$ cat src/rtl/arcade_input_if.sv
// Player-input bundle between the hps_io side (master) and the input mapper (slave).
// Carries raw keyboard/joystick sources, rotation/coin controls and the mapped outputs.
interface arcade_input_if #(
  parameter int NUM_BUTTONS = 1
);
  logic [10:0]              ps2_key;
  logic [15:0]              joystick_0;
  logic [15:0]              joystick_1;
  logic [1:0]               rotate;
  logic                     coin_auto;
  logic [4+NUM_BUTTONS-1:0] p1_ctrl;
  logic [4+NUM_BUTTONS-1:0] p2_ctrl;
  logic [1:0]               start;
  logic                     coin;

  modport master (
    output ps2_key, joystick_0, joystick_1, rotate, coin_auto,
    input  p1_ctrl, p2_ctrl, start, coin
  );

  modport slave (
    input  ps2_key, joystick_0, joystick_1, rotate, coin_auto,
    output p1_ctrl, p2_ctrl, start, coin
  );
endinterface

$ cat src/rtl/arcade_input_mapper.sv
// Arcade player-input front end: PS/2 key tracking, keyboard/joystick merge,
// per-player control rotation, registered outputs and a stretched coin pulse.
module arcade_input_mapper #(
  parameter int NUM_PLAYERS = 2,
  parameter int NUM_BUTTONS = 1,
  parameter int COIN_PULSE  = 16,
  parameter int ACTIVE_LOW  = 1
) (
  input  logic           clk_sys,
  input  logic           reset_n,
  arcade_input_if.slave  io
);

  localparam int   CW    = 4 + NUM_BUTTONS;
  localparam int   CNT_W = $clog2(COIN_PULSE + 1);
  localparam logic POL   = (ACTIVE_LOW != 0);

  typedef enum logic [1:0] {IDLE, PULSE, HOLD} coin_state_t;

  // Remap {U,D,L,R} for a rotated cabinet.
  function automatic logic [3:0] rotate_dirs(input logic [3:0] d, input logic [1:0] r);
    case (r)
      2'd1:    rotate_dirs = {d[1], d[0], d[2], d[3]};
      2'd2:    rotate_dirs = {d[2], d[3], d[0], d[1]};
      2'd3:    rotate_dirs = {d[0], d[1], d[3], d[2]};
      default: rotate_dirs = d;
    endcase
  endfunction

  // Buttons pass straight through; only the direction nibble rotates.
  function automatic logic [CW-1:0] rotate_ctrl(input logic [CW-1:0] v, input logic [1:0] r);
    rotate_ctrl = {v[CW-1:4], rotate_dirs(v[3:0], r)};
  endfunction

  logic        armed;
  logic        old_toggle;
  logic [3:0]  kbd_dir;
  logic [3:0]  kbd_btn;
  logic [1:0]  kbd_start;
  logic        kbd_coin;

  logic [CW-1:0] p1_raw, p2_raw;
  logic [1:0]    start_raw;
  logic          coin_src;

  logic [CW-1:0] p1_p0, p2_p0;
  logic [1:0]    start_p0;
  logic          coin_p0;
  logic          src_p0;
  coin_state_t   state;
  logic [CNT_W-1:0] cnt;

  logic unused_bits;
  assign unused_bits = ^{io.joystick_0, io.joystick_1, kbd_btn};

  // Track PS/2 events by toggle bit and latch the pressed state of mapped keys.
  always_ff @(posedge clk_sys or negedge reset_n) begin
    if (!reset_n) begin
      armed      <= 1'b0;
      old_toggle <= 1'b0;
      kbd_dir    <= '0;
      kbd_btn    <= '0;
      kbd_start  <= '0;
      kbd_coin   <= 1'b0;
    end else begin
      old_toggle <= io.ps2_key[10];
      armed      <= 1'b1;
      // The first clock after reset only learns the toggle phase, so a stale event is not replayed.
      if (armed && (io.ps2_key[10] != old_toggle)) begin
        // Arrows match with or without the E0 prefix so keypad and cursor keys both work.
        case (io.ps2_key[7:0])
          8'h75: kbd_dir[3] <= io.ps2_key[9];
          8'h72: kbd_dir[2] <= io.ps2_key[9];
          8'h6B: kbd_dir[1] <= io.ps2_key[9];
          8'h74: kbd_dir[0] <= io.ps2_key[9];
          default: ;
        endcase
        case (io.ps2_key[8:0])
          9'h014, 9'h029: kbd_btn[0] <= io.ps2_key[9];
          9'h011: if (NUM_BUTTONS > 1) kbd_btn[1] <= io.ps2_key[9];
          9'h012: if (NUM_BUTTONS > 2) kbd_btn[2] <= io.ps2_key[9];
          9'h01A: if (NUM_BUTTONS > 3) kbd_btn[3] <= io.ps2_key[9];
          9'h005: kbd_start[0] <= io.ps2_key[9];
          9'h006: kbd_start[1] <= io.ps2_key[9];
          9'h02E: kbd_coin     <= io.ps2_key[9];
          default: ;
        endcase
      end
    end
  end

  // Merge keyboard into player 1, gate player 2 when single-player, build the coin source.
  always_comb begin
    p1_raw       = {kbd_btn[NUM_BUTTONS-1:0], kbd_dir} | io.joystick_0[CW-1:0];
    p2_raw       = (NUM_PLAYERS == 2) ? io.joystick_1[CW-1:0] : '0;
    start_raw    = '0;
    start_raw[0] = kbd_start[0] | io.joystick_0[4+NUM_BUTTONS];
    if (NUM_PLAYERS == 2)
      start_raw[1] = kbd_start[1] | io.joystick_1[4+NUM_BUTTONS];
    coin_src = kbd_coin | io.joystick_0[5+NUM_BUTTONS] | io.joystick_1[5+NUM_BUTTONS]
             | (io.coin_auto & (|start_raw));
  end

  // Output stage p0: rotated control words and starts, held in active-high form.
  always_ff @(posedge clk_sys or negedge reset_n) begin
    if (!reset_n) begin
      p1_p0    <= '0;
      p2_p0    <= '0;
      start_p0 <= '0;
    end else begin
      p1_p0    <= rotate_ctrl(p1_raw, io.rotate);
      p2_p0    <= rotate_ctrl(p2_raw, io.rotate);
      start_p0 <= start_raw;
    end
  end

  // Coin FSM: one fixed-width pulse per rising edge of the source, no retrigger until it drops.
  always_ff @(posedge clk_sys or negedge reset_n) begin
    if (!reset_n) begin
      state   <= IDLE;
      cnt     <= '0;
      coin_p0 <= 1'b0;
      src_p0  <= 1'b0;
    end else begin
      src_p0 <= coin_src;
      case (state)
        IDLE: begin
          if (coin_src && !src_p0) begin
            state   <= PULSE;
            cnt     <= CNT_W'(COIN_PULSE - 1);
            coin_p0 <= 1'b1;
          end
        end
        PULSE: begin
          if (cnt == '0) begin
            state   <= HOLD;
            coin_p0 <= 1'b0;
          end else begin
            cnt <= cnt - 1'b1;
          end
        end
        HOLD: begin
          if (!coin_src) state <= IDLE;
        end
        default: begin
          state   <= IDLE;
          coin_p0 <= 1'b0;
        end
      endcase
    end
  end

  assign io.p1_ctrl = p1_p0 ^ {CW{POL}};
  assign io.p2_ctrl = p2_p0 ^ {CW{POL}};
  assign io.start   = start_p0 ^ {2{POL}};
  assign io.coin    = coin_p0 ^ POL;

endmodule

$ cat src/flat_wrapper.sv
// flat-port wrapper written by rule: the top's interface ports become plain ports
module arcade_input_mapper_flat 
#(
  parameter int NUM_PLAYERS = 2,
  parameter int NUM_BUTTONS = 1,
  parameter int COIN_PULSE  = 16,
  parameter int ACTIVE_LOW  = 1
)
  (clk_sys, reset_n, io_ps2_key, io_joystick_0, io_joystick_1, io_rotate, io_coin_auto, io_p1_ctrl, io_p2_ctrl, io_start, io_coin);
  arcade_input_if #(.NUM_BUTTONS(NUM_BUTTONS)) io_i ();
  input  logic clk_sys;
  input  logic reset_n;
  input wire logic [$bits(io_i.ps2_key)-1:0] io_ps2_key;
  input wire logic [$bits(io_i.joystick_0)-1:0] io_joystick_0;
  input wire logic [$bits(io_i.joystick_1)-1:0] io_joystick_1;
  input wire logic [$bits(io_i.rotate)-1:0] io_rotate;
  input wire logic [$bits(io_i.coin_auto)-1:0] io_coin_auto;
  output wire logic [$bits(io_i.p1_ctrl)-1:0] io_p1_ctrl;
  output wire logic [$bits(io_i.p2_ctrl)-1:0] io_p2_ctrl;
  output wire logic [$bits(io_i.start)-1:0] io_start;
  output wire logic [$bits(io_i.coin)-1:0] io_coin;
  assign io_i.ps2_key = io_ps2_key;
  assign io_i.joystick_0 = io_joystick_0;
  assign io_i.joystick_1 = io_joystick_1;
  assign io_i.rotate = io_rotate;
  assign io_i.coin_auto = io_coin_auto;
  assign io_p1_ctrl = io_i.p1_ctrl;
  assign io_p2_ctrl = io_i.p2_ctrl;
  assign io_start = io_i.start;
  assign io_coin = io_i.coin;
  arcade_input_mapper #(.NUM_PLAYERS(NUM_PLAYERS), .NUM_BUTTONS(NUM_BUTTONS), .COIN_PULSE(COIN_PULSE), .ACTIVE_LOW(ACTIVE_LOW)) u_core (.clk_sys(clk_sys), .reset_n(reset_n), .io(io_i));
endmodule
$ cat config.mk
export PLATFORM = sky130hd
export DESIGN_NAME = arcade_input_mapper_flat
export DESIGN_NICKNAME = d
export VERILOG_FILES = /design/src/rtl/arcade_input_if.sv /design/src/rtl/arcade_input_mapper.sv /design/src/flat_wrapper.sv
export SDC_FILE = /design/constraint.sdc
export NUM_CORES = 1
export LEC_CHECK = 0
export BUFFER_PORTS_ARGS = -buffer_cell sky130_fd_sc_hd__buf_2
export CAP_MARGIN = 10
export CORE_AREA = 2 2 63 65
export CTS_CLUSTER_DIAMETER = 100
export DETAILED_ROUTE_END_ITERATION = 12
export DIE_AREA = 0 0 65 67
export MAX_ROUTING_LAYER = met4
export PLACE_DENSITY_LB_ADDON = 0.05
export REMOVE_ABC_BUFFERS = 1
export SLEW_MARGIN = 20
export SYNTH_ARGS = -nofsm -noshare
export SYNTH_HDL_FRONTEND = slang
export SYNTH_SLANG_ARGS = --single-unit
$ cat constraint.sdc
create_clock -name clk_sys -period 1.4 [get_ports clk_sys]
set_clock_uncertainty 0.05 [all_clocks]
set_input_delay 0.28 -clock clk_sys [delete_from_list [all_inputs] [get_ports clk_sys]]
set_output_delay 0.28 -clock clk_sys [all_outputs]
set_load 0.01 [all_outputs]
==> metrics.md <==
| Metric | Value |
|---|---|
| Status | complete, but fails checks |
| Failing checks | setup timing |
| DIE AREA | 4360 µm² |
| Final Setup Violations | 12 |
| RR Endpoint | u_core.kbd_btn[0] |
| CTS tree | yes |
| CTS sink cnt | 31 |
| Die height | roughly 67 µm |
| CP delay by family, top | simple AND/OR/NAND/NOR gates |
| Peak supply drop | just under 0.7 mV |
| CTS Root Buffer Type | clkbuf_8 |
| Post-Syn Area | 1540 µm² |
| Gpl congestion | 0.806 |
| Min-delay worst type | in -> reg |
| Setup slack after layout | -0.146 ns |
| RSZ-0062 raised after global routing | yes |
| Final #Nets | 256 |
| Layout cells sized above 1 | 0.534 |
| Prevailing post-synth register cell | dfrtp_1 |
| Pin count of the biggest net entering global routing | 32 |
| Die Wd | roughly 65 µm |
| Core Area | between 3000 and 4000 µm² |
| DR WL/cell | 12.6 µm |
| Reg2Reg Depth | 4 |
| Most frequent cells in the layout | buf_2 (42), dfrtp_1 (31), buf_4 (24), inv_1 (13), mux2_2 (12) |
| Pwr/cell area | 1340 nW/µm² |
| Synth warnings | 0 |
| MaxCap Viol Count | 0 |
| Crit path from | u_core.old_toggle |
| Top Ports | 61 |
| Cells after DPL | 245 |
| Leakage Power | about 1.0 nW |
| Hold Path Cell Cnt | 1 |
| Worst setup EP type | flip-flop |
| Worst EP required | 1.52 ns |
| Sequential area share after synthesis | 0.505 |
| DRC | 0 |
| Initial antenna violation count | 0 |
| DR vias | 1288 |
| R2R Setup Slk | -0.15 ns |
| Worst Path Buf+Inv | 0 |
| CP Max Fanout | 2 |
| Worst r2r src | u_core.old_toggle |
| TritonCTS buffer count | 5 |
| Total Routing Usage GR | 0.172 |
| Slowest stage delay, CP | 0.38 ns |
| First-pass GRT wire length | 5.42 mm |
| CTS H-tree lvls | 2 |
| Kind of critical path | reg -> reg |
| Min cycle time layout | between 1.5 and 2 ns |
| Post-synth EDFFs | 0 |
| Clock Pin Slew Worst Setup and Hold Paths | about 0.060 ns |
| DRT iter0 DRCs | 45 |
| Async S/R FF share, synth | 1.00 |
| Number of global-route vias before repair | 1270 |
| FF+latch count, synth | 31 |
| Synth cell types | 36 |
| Highest-delay cell along the critical path | dfrtp_1 |
| Final HPWL DP | 2.47 mm |
| Clock Tree Buf Depth | 2 |
| Avg Inst Size Synth | 11.3 µm² |
| Startpoint types | flip-flop |
| Worst Path Arrival | 1.66 ns |
| Clock latency on the worst-skew pair | 0.28 ns |
| CP cell instances | xnor2_1 -> nor4_2 -> nor3b_2 -> mux2_2 |
| FP Rows | 22 |
| Most common cell after layout, fill and taps aside | buf_2 |
| Yosys top cell by area | dfrtp_1 |
| Vias per cell | 5.03 |
| Top cell type's share of synthesized area | 0.505 |
| Worst Hold Path EP | u_core.p2_p0[4] |
| Main area contributors after synthesis | dfrtp_1 (50%), mux2_2 (9.5%), mux4_2 (5.9%), inv_1 (3.7%), nor3_1 (2.6%) |
| Antenna Cells | 0 |
| Non-Filler Instances | 256 |
| FMAX | roughly 650 MHz |
| GRT overflow | 0 |
| Starting Density | 0.426 |
| Period utilisation layout | 1.10 |
| Setup TNS | -1.31 ns |
| IO buf count | 42 |
| Detailed Routing Iterations Pass 1 | 4 |
| Area growth syn-to-layout | 39.9% |
| Final hold vios | 0 |
| Final wirelength | 3.23 mm |
| Post-Synthesis Cells | between 100 and 150 |
| Fin. max-slew vios | 0 |
| Routed Antenna Nets | 0 |
| Hold Crit Start | io_joystick_1[4] |
[flip-flops by register name (all words and copies together), names as in the netlist]
register / flops
u_core.cnt: 5
u_core.src_p0: 1
u_core.old_toggle: 1
u_core.kbd_coin: 1
u_core.coin_p0: 1
u_core.p2_p0: 5
u_core.armed: 1
u_core.kbd_btn: 1
u_core.kbd_dir: 4
u_core.state: 2
u_core.p1_p0: 5
u_core.start_p0: 2
u_core.kbd_start: 2
[cell usage after synthesis (2+ instances only)]
cell type	count
nor3_1	8
mux4_2	4
or2_2	3
nor3b_2	2
nand2b_1	2
nand4_1	6
dfrtp_1	31
nand3b_1	2
inv_1	15
clkbuf_1	2
a22oi_1	2
mux2_2	13
o21ai_0	3
nand2_1	6
a21oi_1	6
nor2b_1	4
nor2_1	8
[cell families after synthesis]
group,count (synthesis),share of synthesized area
AOI/OAI and AO/OA,17,0.0749
xor gates and xnor gates,1,0.00570
adders and majority gates,1,0.00814
buffers and inverters,18,0.0448
DFF,31,0.505
muxes,17,0.154
other,1,0.00244
and+or+nand+nor,50,0.205
[worst max-delay path by stage]
stage / end / depth (start not counted) / slack, ns
CTS: u_core.kbd_btn[0] / 4 / -0.19
finish: u_core.kbd_btn[0] / 4 / -0.15
detailed placement: u_core.kbd_btn[0] / 5 / -0.27
global placement: u_core.cnt[3] / 4 / -0.20
global route: u_core.kbd_btn[0] / 4 / -0.25
floorplan: u_core.cnt[0] / 6 / -0.14
[per-layer routing]
metal  vias up  global-route usage  wire length (µm)
met3         6              0.0574               155
met5         -                   -                 0
met2        30               0.311              1770
li1        632                   -                 -
met4         0              0.0638                55
met1       620               0.172              1250
[where the power goes]
| group | internal [mW] | total [mW] | switching (mW) |
|---|---|---|---|
| registers | 1.03 | 1.12 | 0.0910 |
| clock network | 0.448 | 0.757 | 0.310 |
| logic | 0.546 | 0.993 | 0.447 |
| total | 2.02 | 2.87 | 0.848 |
[metrics by stage]
| step | util | total power, mW | area (µm²) | setup slack, ns | hold WS (ns) |
|---|---|---|---|---|---|
| floorplan | - | 1.54 | 1520 | -0.142 | -0.0656 |
| global placement | 0.543 | 1.92 | 1960 | -0.203 | 0.263 |
| detailed placement | 0.543 | 1.95 | 1960 | -0.270 | 0.270 |
| CTS | 0.595 | 2.87 | 2150 | -0.187 | 0.0436 |
| global route | 0.596 | 3.06 | 2150 | -0.249 | 0.0489 |
| finish | 0.596 | 2.87 | 2150 | -0.146 | 0.0545 |
[cell type report]
| type | count | area, µm² |
|---|---|---|
| clock buffers | 8 | 100 |
| inverters | 15 | 56.3 |
| multi-input cells | 87 | 757 |
| fillers | 316 | 1460 |
| repair buffers | 67 | 400 |
| well taps | 48 | 60.1 |
| flip-flops and latches | 31 | 776 |
[repair_timing]
item / 4_1_cts / 5_1_grt
endpoints found under the hold margin: 31 / 0
resized for setup: 16 / 2
setup buffers: 2 / 1
pin swaps: 10 / 3
hold buffers: 1 / 0
setup endpoints to repair: 15 / 16
[worst register-to-register path, cell delays in order (launching register included)]
cell and delay (ns):
dfrtp_1 0.38, xnor2_1 0.15, nor4_2 0.28, nor3b_2 0.23, mux2_2 0.35
(Power assumes the default switching activity.)
